==> src/rtl/hazard_controller.sv <==
// Hazard unit for a five-stage pipeline: operand forwarding, load-use
// interlock, branch flush and a data-memory wait/timeout freeze.
module hazard_controller #(
    parameter logic [7:0]  TIMEOUT = 8'd255,
    parameter int unsigned CNT_W   = 16
) (
    input  logic             clk,
    input  logic             rst,
    input  logic [4:0]       Rs1D,
    input  logic [4:0]       Rs2D,
    input  logic [4:0]       RdD,
    input  logic             RegWriteD,
    input  logic             ResultSrcD,
    input  logic             MemWriteD,
    input  logic             PCSrcE,
    input  logic             dmem_ready,
    output logic             StallF,
    output logic             StallD,
    output logic             StallE,
    output logic             StallM,
    output logic             StallW,
    output logic             FlushD,
    output logic             FlushE,
    output logic [1:0]       ForwardAE,
    output logic [1:0]       ForwardBE,
    output logic             dmem_req,
    output logic             mem_err,
    output logic [CNT_W-1:0] stall_cnt
);

    typedef struct packed {
        logic [4:0] rs1;
        logic [4:0] rs2;
        logic [4:0] rd;
        logic       rw;
        logic       ld;
        logic       mw;
    } stage_t;

    typedef enum logic [1:0] {StRun, StMemWait, StHalt} state_e;

    stage_t     e_q, m_q, w_q;
    stage_t     e_d, m_d, w_d;
    state_e     state_q, state_d;
    logic [7:0] wait_q, wait_d;
    logic       mem_err_q, mem_err_d;
    logic [CNT_W-1:0] stall_cnt_q, stall_cnt_d;

    logic       req_int;
    logic       freeze;
    logic       lw_stall;
    logic       flush_e_int;

    // Shadow fields that exist only to mirror the datapath registers.
    logic unused_fields;
    assign unused_fields = ^{m_q.rs1, m_q.rs2, w_q.rs1, w_q.rs2, w_q.ld, w_q.mw};

    // Core hazard conditions derived from shadow state and decode inputs.
    always_comb begin
        req_int     = (m_q.ld | m_q.mw) & (state_q != StHalt);
        freeze      = (req_int & ~dmem_ready) | (state_q == StHalt);
        lw_stall    = e_q.ld & (e_q.rd != 5'd0) &
                      ((e_q.rd == Rs1D) | (e_q.rd == Rs2D)) & ~PCSrcE;
        flush_e_int = (lw_stall | PCSrcE) & ~freeze;
    end

    // Forwarding selects; memory stage has priority as it is the younger result.
    always_comb begin
        ForwardAE = 2'b00;
        ForwardBE = 2'b00;
        if (!rst) begin
            if (m_q.rw && m_q.rd != 5'd0 && m_q.rd == e_q.rs1) begin
                ForwardAE = 2'b10;
            end else if (w_q.rw && w_q.rd != 5'd0 && w_q.rd == e_q.rs1) begin
                ForwardAE = 2'b01;
            end
            if (m_q.rw && m_q.rd != 5'd0 && m_q.rd == e_q.rs2) begin
                ForwardBE = 2'b10;
            end else if (w_q.rw && w_q.rd != 5'd0 && w_q.rd == e_q.rs2) begin
                ForwardBE = 2'b01;
            end
        end
    end

    // Stall/flush outputs; a memory freeze overrides load-use and branch actions.
    always_comb begin
        StallF   = 1'b0;
        StallD   = 1'b0;
        StallE   = 1'b0;
        StallM   = 1'b0;
        StallW   = 1'b0;
        FlushD   = 1'b0;
        FlushE   = 1'b0;
        dmem_req = 1'b0;
        if (!rst) begin
            dmem_req = req_int;
            if (freeze) begin
                StallF = 1'b1;
                StallD = 1'b1;
                StallE = 1'b1;
                StallM = 1'b1;
                StallW = 1'b1;
            end else begin
                StallF = lw_stall;
                StallD = lw_stall;
                FlushD = PCSrcE;
                FlushE = flush_e_int;
            end
        end
    end

    // Next contents of the shadow pipeline.
    always_comb begin
        e_d = e_q;
        m_d = m_q;
        w_d = w_q;
        if (!freeze) begin
            if (flush_e_int) begin
                e_d = '0;
            end else begin
                e_d = '{rs1: Rs1D, rs2: Rs2D, rd: RdD,
                        rw: RegWriteD, ld: ResultSrcD, mw: MemWriteD};
            end
            m_d = e_q;
            w_d = m_q;
        end
    end

    // Memory wait FSM and wait-cycle counter.
    always_comb begin
        state_d   = state_q;
        wait_d    = wait_q;
        mem_err_d = mem_err_q;
        unique case (state_q)
            StRun: begin
                if (req_int && !dmem_ready) begin
                    state_d = StMemWait;
                    wait_d  = 8'd1;
                end
            end
            StMemWait: begin
                if (dmem_ready) begin
                    state_d = StRun;
                    wait_d  = 8'd0;
                end else if (wait_q == TIMEOUT) begin
                    state_d   = StHalt;
                    mem_err_d = 1'b1;
                end else begin
                    wait_d = wait_q + 8'd1;
                end
            end
            StHalt: begin
                mem_err_d = 1'b1;
            end
            default: begin
                state_d = StRun;
            end
        endcase
    end

    // Saturating count of fetch-stall cycles.
    always_comb begin
        stall_cnt_d = stall_cnt_q;
        if (StallF && stall_cnt_q != {CNT_W{1'b1}}) begin
            stall_cnt_d = stall_cnt_q + CNT_W'(1);
        end
    end

    // State registers.
    always_ff @(posedge clk or posedge rst) begin
        if (rst) begin
            e_q         <= '0;
            m_q         <= '0;
            w_q         <= '0;
            state_q     <= StRun;
            wait_q      <= 8'd0;
            mem_err_q   <= 1'b0;
            stall_cnt_q <= '0;
        end else begin
            e_q         <= e_d;
            m_q         <= m_d;
            w_q         <= w_d;
            state_q     <= state_d;
            wait_q      <= wait_d;
            mem_err_q   <= mem_err_d;
            stall_cnt_q <= stall_cnt_d;
        end
    end

    assign mem_err   = mem_err_q;
    assign stall_cnt = stall_cnt_q;

endmodule

==> config.mk <==
export PLATFORM = sky130hd
export DESIGN_NAME = hazard_controller
export DESIGN_NICKNAME = d
export VERILOG_FILES = /design/src/rtl/hazard_controller.sv
export SDC_FILE = /design/constraint.sdc
export NUM_CORES = 1
export LEC_CHECK = 0
export CORE_AREA = 2 2 76 78
export DETAILED_ROUTE_END_ITERATION = 8
export DIE_AREA = 0 0 78 80
export GPL_ROUTABILITY_DRIVEN = 0
export PLACE_DENSITY = 0.93
export SKIP_LAST_GASP = 1
export SLEW_MARGIN = 20
export SYNTH_ARGS = -nofsm -noshare
export SYNTH_HDL_FRONTEND = slang
export SYNTH_SLANG_ARGS = --single-unit
==> constraint.sdc <==
create_clock -name clk -period 15.15 [get_ports clk]
set_clock_uncertainty 0.1 [all_clocks]
set_input_delay 4.545 -clock clk [delete_from_list [all_inputs] [get_ports clk]]
set_output_delay 4.545 -clock clk [all_outputs]
set_load 0.02 [all_outputs]
==> results.py <==
metrics = {
    "timing": {
        "fin_crit_sh_pct": 77.83,
        "fmax_ghz": 0.08480,
        "hold_viol_final": 0,
        "setup_viol": 0,
        "slew_viol_final": 0,
        "setup_slack_ns": 3.358,
        "final.setup.tns_ns": 0,
        "rsz0062_at_grt": "false",
        "tightestPinTransition_ns": 0.9480,
        "maxSlewHeadroom_pct": 36.58,
        "fin_crit_ns": 11.79,
    },
    "routing": {
        "wire_per_inst_um": 16.71,
        "drt-total-wl_mm": 7.687,
        "ant_nets": 0,
        "via_per_inst": 5.876,
        "routed-via-count": 2703,
        "drcViolationCount": 0,
        "drt_first_pass_iters": 5,
        "drtIter0Drc": 303,
    },
    "status": {
        "status": "finished, final reports clean",
    },
    "clock_network": {
        "cts_root_buf": "clkbuf_8",
        "post-cts-setup-buffers": 0,
        "clk_latency_ns": 0.34,
        "clk_pin_slew_ns": 0.07,
        "h-tree-depth": 3,
        "cts.repair.resized": 0,
        "cts_sinks": 59,
        "clockBufferDepth": 2,
        "cts_tree": "yes",
        "cts_buffers": 9,
        "cts_hold_buf": 0,
    },
    "critical_path": {
        "crit_path_end_kind": "output port",
        "required_ns": 10.51,
        "worst_setup_path_start_kind": "input port",
        "r2r_slack_ns": 12.60,
        "cp_max_fo": 62,
        "r2r_start": "e_q[6]$_DFFE_PP0N_",
        "r2r_cells": 6,
        "critical_path_class": "input port to output port",
        "cp_data_arrival_time_ns": 7.15,
        "r2r_end": "stall_cnt[1]$_DFFE_PP0P_",
    },
    "hold_path": {
        "worstHoldPathCells": 1,
        "holdCritStartpoint": "mem_err$_DFFE_PP0P_",
        "min_to": "mem_err$_DFFE_PP0P_",
        "hold_class": "register to register",
    },
    "synthesis": {
        "synth-simple-area-share_pct": 25.37,
        "synthMuxAreaShare_pct": 0.7463,
        "syn_nets": 356,
        "syn_avg_cell_area_sq_um": 9.090,
        "netlist_area_sq_um": 3018,
        "synth_compound_area_share_pct": 8.872,
        "ys.warnings.count": 0,
        "synthXorXnorAreaFrac_pct": 12.77,
        "ys_seq_elements": 59,
        "synth_top_family_by_area": "simple AND/OR/NAND/NOR gates",
        "synth_cell_types": 38,
        "synthCells": 332,
        "synthAdderAreaFrac_pct": 0.8292,
        "seq_area_frac_synth_pct": 48.92,
    },
    "placed_design": {
        "port_buffers": 50,
        "dp_hpwl_mm": 5.025,
        "place_area_sq_um": 3570,
        "place_ws_ns": 3.209,
    },
    "grt": {
        "grt_overflow": 0,
        "grt_start_max_net_pins": 63,
        "antenna_found_initial": 0,
        "busiest_layer": "met2",
        "grtUsageMet1_pct": 32.27,
        "use_met2_pct": 43.19,
        "grt.met3_usage_pct": 6.448,
        "grt.total_usage_pct": 26.41,
        "grt_pass1_vias": 2648,
        "grt_first_pass_wirelength_mm": 12.53,
    },
    "finish": {
        "diodes": 0,
        "finish.instance_area_sq_um": 3786,
        "multi_input_comb_area_sq_um": 1476,
        "syn2layout_area_growth_pct": 25.46,
        "seq_area_sq_um": 1476,
        "layout.nets": 407,
        "drive_gt1_share_pct": 7.474,
        "fill_cells": 379,
    },
    "power_and_ir_drop": {
        "power.leakage_nw": 1.743,
        "peakVddDrop_mv": 0.1265,
        "p_per_area_nw_per_um2": 145.3,
    },
    "floorplanning": {
        "dieArea_sq_um": 6240,
        "initial_core_util_pct": 55.83,
        "num_rows": 27,
        "core_region_area_sq_um": 5405,
        "io_pins": 51,
        "fp.dieW_um": 78,
        "die_h_um": 80,
    },
    "run": {
        "drv_cap": 0,
    },
}
## Yosys cell counts (all sizes together)
master | number | area [sq um]
a211o | 1 | 8.760
a21oi | 2 | 10.01
a22oi | 1 | 7.510
a31oi | 1 | 6.260
a41oi | 1 | 8.760
and2 | 2 | 12.52
and3 | 15 | 93.84
and4 | 1 | 8.760
buf | 4 | 33.78
clkbuf | 9 | 33.78
dfrtp | 59 | 1476
ha | 2 | 25.02
inv | 2 | 7.510
mux2 | 2 | 22.52
nand2 | 91 | 344.1
nand2b | 2 | 12.51
nand3 | 10 | 50.05
nand4 | 9 | 56.30
nand4b | 1 | 8.760
nor2 | 15 | 56.30
nor2b | 3 | 18.77
nor3 | 6 | 35.03
nor4 | 4 | 25.02
o211ai | 1 | 7.510
o21ai | 36 | 183.9
o21bai | 1 | 7.510
o41ai | 1 | 27.53
or2 | 1 | 6.260
or4 | 5 | 37.54
xnor2 | 24 | 210.2
xor2 | 20 | 175.2
## critical path, stage by stage
cell and delay (ns):
clkdlybuf4s50_1 0.57, inv_2 0.12, buf_4 0.61, nand2_1 0.25, o41ai_4 0.24, clkdlybuf4s50_1 0.78
## stage by stage
step | std cells | hold slack (ns) | power (mW) | util, %
after floorplan | 332 | 0.3386 | 0.3325 | -
after global placement | 444 | 0.3501 | 0.3823 | 66.04
after detailed placement | 444 | 0.3532 | 0.3934 | 66.04
after CTS | 460 | 0.3737 | 0.5486 | 69.98
after global routing | 460 | 0.3819 | 0.5790 | 70.05
final | 460 | 0.3782 | 0.5502 | 70.05
## flip-flops by register name, summed over array words and instances (netlist names)
name and cells:
m_q 8, w_q 6, wait_q 8, mem_err 1
e_q 18, stall_cnt 16, state_q 2
## cells by family (layout without fill, tap and decap cells)
logic type,Yosys count,in the layout
buffers and inverters,15,71
AOI/OAI and AO/OA,45,45
muxes,2,2
xor gates and xnor gates,44,44
adders and majority gates,2,2
DFF,59,59
and+or+nand+nor,165,165
## worst max-delay path by stage
stage                    to  cells after the start  slack (ns)  startpoint
2_1_floorplan  ForwardAE[0]                      4        3.26         rst
3_3_place_gp         FlushE                      7        3.28     Rs2D[3]
3_5_place_dp         FlushE                      7        3.21     Rs2D[3]
4_1_cts              FlushE                      7        3.19     Rs2D[3]
5_1_grt              StallF                      6        3.16         rst
6_report             StallF                      6        3.36         rst
## area by class of cell
type,instances,share of cell area (%)
sequential,59,39.00
multi-input combinational,258,39.00
timing repair buffer,53,13.81
clock buffer,12,4.362
tap,72,2.379
clock inverter,4,1.256
inverter,2,0.1983
## cell usage in the layout (no fill, tap or decap), types with 4 or more instances in the layout
master and count:
and3_1 15, clkbuf_8 12, clkdlybuf4s50_1 50, dfrtp_1 59
nand2_1 90, nand3_1 10, nand4_1 9, nor2_1 14
nor3_1 5, nor4_1 4, o21ai_0 33, or4_1 5
xnor2_1 24, xor2_1 20
## layer usage
metal  vias up  part of all wire, %  wire [um]
li1       1223                    -          -
met1      1299                   41       3118
met4         0                  3.2        245
met2       155                   49       3792
met5         -                    0          0
met3        26                  6.9        531
## power breakdown
part / leakage, nW / internal [mW] / switching [mW]
registers: 0.774 / 0.189 / 0.0447
clock network: 0.108 / 0.0888 / 0.0635
logic: 0.860 / 0.0723 / 0.0915
total: 1.74 / 0.351 / 0.200
Note: power is estimated with default switching activity, not from simulation.
